### src/rtl/coin_pkg.sv
// Shared definitions for the coin dispense sequencer.
// Holds the sequencer state encoding, the denomination indices used
// for servo_open / beam / beam_ack bit positions, the value of each coin
// in cents, and a helper that turns a denomination index into a one-hot
// gate/channel mask.
package coin_pkg;

  typedef enum logic [2:0] {
    IDLE,
    SELECT,
    OPEN,
    WAIT_BEAM,
    SETTLE,
    DONE,
    JAM
  } state_t;

  localparam logic [1:0] COIN_1  = 2'd0;
  localparam logic [1:0] COIN_5  = 2'd1;
  localparam logic [1:0] COIN_10 = 2'd2;
  localparam logic [1:0] COIN_25 = 2'd3;

  localparam logic [7:0] COIN_CENTS [4] = '{8'd1, 8'd5, 8'd10, 8'd25};

  function automatic logic [3:0] coin_onehot(input logic [1:0] idx);
    return 4'b0001 << idx;
  endfunction

endpackage

### src/rtl/coin_dispense_sequencer_if.sv
// Bus between the CPU register block / beam-break logic and the sequencer.
//   master : drives start, abort, cnt_1/5/10/25 and beam; observes results
//   slave  : the sequencer; drives servo_open, beam_ack, busy, done, jam,
//            jam_coin and total_cents
interface coin_dispense_sequencer_if #(
  parameter int CNT_W = 8
);
  logic             start;
  logic             abort;
  logic [CNT_W-1:0] cnt_1;
  logic [CNT_W-1:0] cnt_5;
  logic [CNT_W-1:0] cnt_10;
  logic [CNT_W-1:0] cnt_25;
  logic [3:0]       beam;
  logic [3:0]       servo_open;
  logic [3:0]       beam_ack;
  logic             busy;
  logic             done;
  logic             jam;
  logic [1:0]       jam_coin;
  logic [15:0]      total_cents;

  modport master (
    output start, abort, cnt_1, cnt_5, cnt_10, cnt_25, beam,
    input  servo_open, beam_ack, busy, done, jam, jam_coin, total_cents
  );

  modport slave (
    input  start, abort, cnt_1, cnt_5, cnt_10, cnt_25, beam,
    output servo_open, beam_ack, busy, done, jam, jam_coin, total_cents
  );
endinterface

### src/rtl/coin_dispense_sequencer_timer.sv
// dispense_timer: 32-bit up-counter shared by the hold, beam-timeout and
// settle phases of the sequencer.
//   clock, reset : system clock, synchronous active-high reset
//   clear        : restart counting from zero on the next edge
//   limit        : terminal value (phase length minus one)
//   term         : high while the count equals limit
module dispense_timer (
  input  logic        clock,
  input  logic        reset,
  input  logic        clear,
  input  logic [31:0] limit,
  output logic        term
);

  logic [31:0] count;

  always_ff @(posedge clock) begin
    if (reset || clear) count <= '0;
    else                count <= count + 32'd1;
  end

  assign term = (count == limit);

endmodule

### src/rtl/coin_dispense_sequencer.sv
// coin_dispense_sequencer: dispenses a requested mix of 1c/5c/10c/25c coins
// by opening one coin-gate servo at a time and confirming each coin on its
// beam-break channel, with timeout, retry and jam reporting.
//   clock, reset : system clock, synchronous active-high reset
//   bus (slave)  : start/abort/cnt_* and beam in; servo_open, beam_ack,
//                  busy, done, jam, jam_coin, total_cents out
// Optional feature: define COIN_TALLY_EN to accumulate total_cents per
// confirmed coin (saturating); otherwise total_cents is constant zero.
module coin_dispense_sequencer
  import coin_pkg::*;
#(
  parameter int CNT_W          = 8,
  parameter int HOLD_CYCLES    = 9_000_000,
  parameter int TIMEOUT_CYCLES = 30_000_000,
  parameter int SETTLE_CYCLES  = 3_000_000,
  parameter int MAX_RETRY      = 2
) (
  input logic clock,
  input logic reset,
  coin_dispense_sequencer_if.slave bus
);

  state_t           state, state_next;
  logic [CNT_W-1:0] rem [4];
  logic [1:0]       sel, sel_next;
  logic [7:0]       retry;
  logic [3:0]       servo_open_q, beam_ack_q, ack_next, keep_mask;
  logic             jam_q;
  logic [1:0]       jam_coin_q;
  logic             accept, coin_ok, retry_inc, aborting;
  logic [31:0]      timer_limit;
  logic             timer_term;

  dispense_timer u_timer (
    .clock (clock),
    .reset (reset),
    .clear (state_next != state),
    .limit (timer_limit),
    .term  (timer_term)
  );

  // Next-state logic. A beam on the selected channel wins over a timeout
  // landing in the same cycle; abort overrides everything outside IDLE.
  always_comb begin
    state_next  = state;
    sel_next    = sel;
    accept      = 1'b0;
    coin_ok     = 1'b0;
    retry_inc   = 1'b0;
    timer_limit = '0;
    case (state)
      IDLE: begin
        if (bus.start && !bus.abort) begin
          accept     = 1'b1;
          state_next = SELECT;
        end
      end
      SELECT: begin
        if      (rem[COIN_25] != '0) begin sel_next = COIN_25; state_next = OPEN; end
        else if (rem[COIN_10] != '0) begin sel_next = COIN_10; state_next = OPEN; end
        else if (rem[COIN_5]  != '0) begin sel_next = COIN_5;  state_next = OPEN; end
        else if (rem[COIN_1]  != '0) begin sel_next = COIN_1;  state_next = OPEN; end
        else                         state_next = DONE;
      end
      OPEN: begin
        timer_limit = 32'(HOLD_CYCLES - 1);
        if (timer_term) state_next = WAIT_BEAM;
      end
      WAIT_BEAM: begin
        timer_limit = 32'(TIMEOUT_CYCLES - 1);
        if (bus.beam[sel] && !beam_ack_q[sel]) begin
          coin_ok    = 1'b1;
          state_next = SETTLE;
        end else if (timer_term) begin
          if (retry < 8'(MAX_RETRY)) begin
            retry_inc  = 1'b1;
            state_next = OPEN;
          end else begin
            state_next = JAM;
          end
        end
      end
      SETTLE: begin
        timer_limit = 32'(SETTLE_CYCLES - 1);
        if (timer_term) state_next = SELECT;
      end
      DONE:    state_next = IDLE;
      JAM:     state_next = IDLE;
      default: state_next = IDLE;
    endcase

    aborting = (state != IDLE) && bus.abort;
    if (aborting) begin
      state_next = IDLE;
      coin_ok    = 1'b0;
      retry_inc  = 1'b0;
    end
  end

  // The selected channel is left pending while its gate is open or being
  // watched so the coin is counted, not swallowed by the stray-beam ack.
  // Channels whose ack is already out are masked to avoid a second pulse
  // before the beam-break block clears its sticky flag.
  always_comb begin
    keep_mask = '0;
    if (state == OPEN || state == WAIT_BEAM) keep_mask = coin_onehot(sel);
    ack_next = bus.beam & ~beam_ack_q & ~keep_mask;
    if (coin_ok)  ack_next = ack_next | coin_onehot(sel);
    if (aborting) ack_next = 4'hF;
  end

  // State, counts and registered outputs. servo_open is derived from the
  // next state so the gate drive comes straight from a flop.
  always_ff @(posedge clock) begin
    if (reset) begin
      state        <= IDLE;
      sel          <= COIN_1;
      retry        <= '0;
      servo_open_q <= '0;
      beam_ack_q   <= '0;
      jam_q        <= 1'b0;
      jam_coin_q   <= COIN_1;
      for (int i = 0; i < 4; i++) rem[i] <= '0;
    end else begin
      state        <= state_next;
      sel          <= sel_next;
      beam_ack_q   <= ack_next;
      servo_open_q <= (state_next == OPEN) ? coin_onehot(sel_next) : 4'h0;
      if (accept) begin
        rem[COIN_1]  <= bus.cnt_1;
        rem[COIN_5]  <= bus.cnt_5;
        rem[COIN_10] <= bus.cnt_10;
        rem[COIN_25] <= bus.cnt_25;
        jam_q        <= 1'b0;
        jam_coin_q   <= COIN_1;
      end
      if (state == SELECT)  retry <= '0;
      else if (retry_inc)   retry <= retry + 8'd1;
      if (coin_ok && rem[sel] != '0) rem[sel] <= rem[sel] - CNT_W'(1);
      if (state_next == JAM) begin
        jam_q      <= 1'b1;
        jam_coin_q <= sel;
      end
    end
  end

`ifdef COIN_TALLY_EN
  logic [15:0] total_q;
  logic [16:0] total_sum;

  always_comb total_sum = {1'b0, total_q} + 17'(COIN_CENTS[sel]);

  // Running tally of confirmed coins, saturating at 16'hFFFF.
  always_ff @(posedge clock) begin
    if (reset)        total_q <= '0;
    else if (accept)  total_q <= '0;
    else if (coin_ok) total_q <= total_sum[16] ? 16'hFFFF : total_sum[15:0];
  end

  assign bus.total_cents = total_q;
`else
  assign bus.total_cents = 16'h0;
`endif

  assign bus.servo_open = servo_open_q;
  assign bus.beam_ack   = beam_ack_q;
  assign bus.busy       = (state == SELECT) || (state == OPEN) ||
                          (state == WAIT_BEAM) || (state == SETTLE);
  assign bus.done       = (state == DONE);
  assign bus.jam        = jam_q;
  assign bus.jam_coin   = jam_coin_q;

endmodule

### src/flat_wrapper.sv
// flat-port wrapper written by rule: the top's interface ports become plain ports
module coin_dispense_sequencer_flat import coin_pkg::*;
#(
  parameter int CNT_W          = 8,
  parameter int HOLD_CYCLES    = 9_000_000,
  parameter int TIMEOUT_CYCLES = 30_000_000,
  parameter int SETTLE_CYCLES  = 3_000_000,
  parameter int MAX_RETRY      = 2
)
  (clock, reset, bus_start, bus_abort, bus_cnt_1, bus_cnt_5, bus_cnt_10, bus_cnt_25, bus_beam, bus_servo_open, bus_beam_ack, bus_busy, bus_done, bus_jam, bus_jam_coin, bus_total_cents);
  coin_dispense_sequencer_if #(.CNT_W(CNT_W)) bus_i ();
  input logic clock;
  input logic reset;
  input wire logic [$bits(bus_i.start)-1:0] bus_start;
  input wire logic [$bits(bus_i.abort)-1:0] bus_abort;
  input wire logic [$bits(bus_i.cnt_1)-1:0] bus_cnt_1;
  input wire logic [$bits(bus_i.cnt_5)-1:0] bus_cnt_5;
  input wire logic [$bits(bus_i.cnt_10)-1:0] bus_cnt_10;
  input wire logic [$bits(bus_i.cnt_25)-1:0] bus_cnt_25;
  input wire logic [$bits(bus_i.beam)-1:0] bus_beam;
  output wire logic [$bits(bus_i.servo_open)-1:0] bus_servo_open;
  output wire logic [$bits(bus_i.beam_ack)-1:0] bus_beam_ack;
  output wire logic [$bits(bus_i.busy)-1:0] bus_busy;
  output wire logic [$bits(bus_i.done)-1:0] bus_done;
  output wire logic [$bits(bus_i.jam)-1:0] bus_jam;
  output wire logic [$bits(bus_i.jam_coin)-1:0] bus_jam_coin;
  output wire logic [$bits(bus_i.total_cents)-1:0] bus_total_cents;
  assign bus_i.start = bus_start;
  assign bus_i.abort = bus_abort;
  assign bus_i.cnt_1 = bus_cnt_1;
  assign bus_i.cnt_5 = bus_cnt_5;
  assign bus_i.cnt_10 = bus_cnt_10;
  assign bus_i.cnt_25 = bus_cnt_25;
  assign bus_i.beam = bus_beam;
  assign bus_servo_open = bus_i.servo_open;
  assign bus_beam_ack = bus_i.beam_ack;
  assign bus_busy = bus_i.busy;
  assign bus_done = bus_i.done;
  assign bus_jam = bus_i.jam;
  assign bus_jam_coin = bus_i.jam_coin;
  assign bus_total_cents = bus_i.total_cents;
  coin_dispense_sequencer #(.CNT_W(CNT_W), .HOLD_CYCLES(HOLD_CYCLES), .TIMEOUT_CYCLES(TIMEOUT_CYCLES), .SETTLE_CYCLES(SETTLE_CYCLES), .MAX_RETRY(MAX_RETRY)) u_core (.clock(clock), .reset(reset), .bus(bus_i));
endmodule
### config.mk
export PLATFORM = sky130hd
export DESIGN_NAME = coin_dispense_sequencer_flat
export DESIGN_NICKNAME = d
export VERILOG_FILES = /design/src/rtl/coin_pkg.sv /design/src/rtl/coin_dispense_sequencer_if.sv /design/src/rtl/coin_dispense_sequencer_timer.sv /design/src/rtl/coin_dispense_sequencer.sv /design/src/flat_wrapper.sv
export SDC_FILE = /design/constraint.sdc
export NUM_CORES = 1
export LEC_CHECK = 0
export CORE_MARGIN = 2
export CORE_UTILIZATION = 40
export DETAILED_ROUTE_END_ITERATION = 10
export MAX_ROUTING_LAYER = met4
export PLACE_DENSITY = 0.62
export SLEW_MARGIN = 30
export SYNTH_ARGS = -nofsm -noshare
export SYNTH_HDL_FRONTEND = slang
export SYNTH_SLANG_ARGS = --single-unit
### constraint.sdc
create_clock -name clock -period 4.95 [get_ports clock]
set_input_delay 0.99 -clock clock [delete_from_list [all_inputs] [get_ports clock]]
set_output_delay 0.99 -clock clock [all_outputs]
set_load 0.01 [all_outputs]
==> summary.md <==
| Metric | Value |
|---|---|
| Effective utilization at floorplan | `40.80%` |
| Power per cell area | `406.0 mW/mm2` |
| Synth async-reset ratio | `0%` |
| Clock Pin Slew Worst Setup and Hold Paths | `0.06 ns` |
| Overall die area | `0.01242 mm2` |
| M1 wire length | `4.801 mm` |
| Area of the placeable core | `0.01132 mm2` |
| Minimum clock period after layout | `3.546 ns` |
| Number of hold violations in the final report | `0` |
| CP startpoint kind | `primary input` |
| Worst-case register-to-register setup slack | `1.69 ns` |
| Worst Path Required | `4.97 ns` |
| Diode count | `0` |
| Min-Delay Startpoint | `u_core.retry[4]$_SDFFE_PP0P_` |
| Outcome | `complete, no violations` |
| Fin Hold WS | `0.4513 ns` |
| DRC errors left | `0` |
| Vias in the first global route | `3,586` |
| Number of violations of the max-capacitance limit | `0` |
| Hold-fix buffers, CTS | `0` |
| Core utilization of the finished layout | `48.49%` |
| Largest area contributor in the netlist | `sky130_fd_sc_hd__dfxtp_1` |
| Terminating pin of the worst hold path | `u_core.retry[4]$_SDFFE_PP0P_` |
| Met2 Routed Length | `5.142 mm` |
| Cell at the root of the clock tree | `sky130_fd_sc_hd__clkbuf_16` |
| Path class of the lowest-slack min-delay path | `flip-flop to flip-flop` |
| Tcrit/Tclk final | `71.63%` |
| Worst flop-to-flop path startpoint | `u_core.state[2]$_SDFF_PP0_` |
| Met3 Wirelength | `464 um` |
| Setup TNS Final | `0 ns` |
| Yosys top cell area share | `24.27%` |
| Synth warnings | `0` |
| Number of cells upsized or downsized after cts | `0` |
| Overall routed net length | `10.64 mm` |
| Sink count of the clock tree | `88` |
| Die height | `111.5 um` |
| Longest Clk Path Bufs | `2` |
| Layout overhead on the synthesized area | `18.82%` |
| Maximum fanout count along the critical path | `9` |
| Most used flip-flop cell after synthesis | `sky130_fd_sc_hd__dfxtp_1` |
| Routability congestion estimate from global placement | `0.9492` |
| Number of DRC violations after detailed-routing iteration 0 | `269` |
| Final setup violation count | `0` |
| Estimated wirelength of the detail-placed design | `7.922 mm` |
| Count of cells along the worst register-to-register path | `9` |
| Number of buffers created by CTS | `9` |
| Post CTS Setup Buffer Count | `0` |
| Worst voltage drop across the vdd grid | `0.0002235 V` |
| Pin count of the biggest net entering global routing | `33` |
| Count of flip-flops with a built-in enable after synthesis | `32` |
| First-pass GRT wire length | `17.50 mm` |
| Share of cells above drive strength 1 | `7.414%` |
| Vias per cell | `5.320` |
| Maximum frequency from static timing analysis | `282.0 MHz` |
| Count of state elements after synthesis | `88` |
| Area contributors post-synth | `sky130_fd_sc_hd__dfxtp_1 24%, sky130_fd_sc_hd__edfxtp_1 21%, sky130_fd_sc_hd__nand2_1 5.6%, sky130_fd_sc_hd__nor2_1 5.6%, sky130_fd_sc_hd__mux4_2 4.4%` |
| Global-route usage over all layers | `17.99%` |
| Detailed-routing iteration count for the pre-antenna-repair pass | `4` |
| Leftover overflow at the end of global routing | `0` |
| Tightest Pin Transition | `0.8616 ns` |
| Startpoint-to-endpoint class of the critical path | `primary input to flip-flop` |
| Number of I/O pins | `69` |
| Std cell rows | `39` |
| NumNets Final | `592` |
| Top layer reached by signal wires | `met4` |
| Leakage power figure | `1.944 nW` |
| Sequential-to-total area share from yosys stat | `45.07%` |
| Total vias in the final route | `3,703` |
| Antenna-violating nets left | `0` |
| Die X-Extent | `111.5 um` |
| Hold Crit Depth | `1` |
| Summed instance area of the synthesized netlist | `0.004619 mm2` |
| Leading post-synthesis cells by instance count | `69 x sky130_fd_sc_hd__nand2_1, 69 x sky130_fd_sc_hd__nor2_1, 56 x sky130_fd_sc_hd__dfxtp_1` |
| Number of unique standard cell types used by synthesis | `52` |
| Relative slew slack | `42.03%` |
| Count of pins over their slew limit | `0` |
| Crit path arrival time | `3.56 ns` |
| Unrepaired setup endpoints after global routing | `false` |
| Number of port buffers | `52` |
| CTS H-tree depth | `3` |
| Average detailed-routed wire length per instance | `15.29 um` |
| Kind of end point of the critical path | `flip-flop` |
| Number of instances in the synthesized netlist | `499` |
| TritonCTS clock tree | `yes` |
| RR Endpoint | `u_core.u_timer.count[8]$_SDFF_PP0_` |
| Later-pin clock latency in the skew report | `0.35 ns` |
| Post-Route Skew | `0.009776 ns` |
| Initial antenna violation count | `0` |
| Avg Cell Area, Syn | `9.257 um2` |
through the flow:
step	setup slack (ns)	cells	area, um2	total power, mW
3_3_place_gp	1.080	680	5201	1.581
5_1_grt	1.201	696	5489	2.339
4_1_cts	1.428	696	5489	2.239
2_1_floorplan	1.884	514	4676	1.377
6_report	1.404	696	5489	2.228
3_5_place_dp	1.060	680	5201	1.586
cell type report:
cell class	instances	area, um2
timing repair buffer	57	558.0
tap	143	178.9
multi-input combinational	388	2367
inverter	4	15.01
fill	1078	5832
sequential	88	2082
clock buffer	10	239.0
clock inverter	6	48.80
registers in the layout (all words and copies together) (netlist names):
register / count
u_core.bus.beam_ack: 4
u_core.bus.jam: 1
u_core.bus.jam_coin: 2
u_core.bus.servo_open: 4
u_core.rem: 32
u_core.retry: 8
u_core.sel: 2
u_core.state: 3
u_core.u_timer.count: 32
routing by layer:
| layer | vias to the layer above | track usage [%] |
|---|---|---|
| met2 | 101 | 29.31 |
| li1 | 1841 | - |
| met4 | 0 | 7.078 |
| met1 | 1741 | 22.35 |
| met3 | 20 | 3.157 |
| met5 | - | - |
cell families after synthesis:
| kind of cell | count (synthesis) | synth area share [%] |
|---|---|---|
| compound gates | 78 | 10.89 |
| xor+xnor | 37 | 7.015 |
| fa+ha+maj | 4 | 1.083 |
| buf+inv | 38 | 4.956 |
| flops | 88 | 45.07 |
| mux | 14 | 5.525 |
| other cells | 1 | 0.08118 |
| simple gates | 239 | 25.38 |
worst max path at each step:
| stage | startpoint | to | slack [ns] | cells after the start |
|---|---|---|---|---|
| after detailed placement | bus_beam[3] | u_core.rem[1][2]$_DFFE_PP_ | 1.06 | 7 |
| after CTS | bus_beam[3] | u_core.rem[2][2]$_DFFE_PP_ | 1.43 | 7 |
| final | bus_beam[3] | u_core.rem[3][0]$_DFFE_PP_ | 1.40 | 7 |
| after global routing | bus_beam[2] | u_core.rem[3][0]$_DFFE_PP_ | 1.20 | 7 |
| after floorplan | bus_beam[3] | u_core.rem[2][0]$_DFFE_PP_ | 1.88 | 6 |
| after global placement | bus_beam[2] | u_core.rem[3][1]$_DFFE_PP_ | 1.08 | 7 |
cell usage in the layout (no fill, tap or decap), drive strengths merged, types with 8 or more instances in the layout:
cell	n
clkbuf	10
o21ai	40
xnor2	15
inv	8
dfxtp	56
nor3	11
conb	16
and3	8
edfxtp	32
mux4	9
nand2b	14
nor2	69
xor2	22
nand3	16
nor4	17
a21oi	15
nand2	69
clkdlybuf4s50	52
report_power, final:
part | switching [mW] | internal (mW)
registers | 0.0595 | 0.820
logic | 0.430 | 0.266
clock network | 0.291 | 0.361
total | 0.781 | 1.45
worst max-delay path, stage by stage:
cell,delay [ns]
sky130_fd_sc_hd__clkdlybuf4s50_1,0.46
sky130_fd_sc_hd__nand2b_1,0.06
sky130_fd_sc_hd__mux4_2,0.53
sky130_fd_sc_hd__or4_1,0.53
sky130_fd_sc_hd__a31oi_1,0.35
sky130_fd_sc_hd__nand3_1,0.30
sky130_fd_sc_hd__nand2_1,0.34
Power figures use the tool's default switching activity.
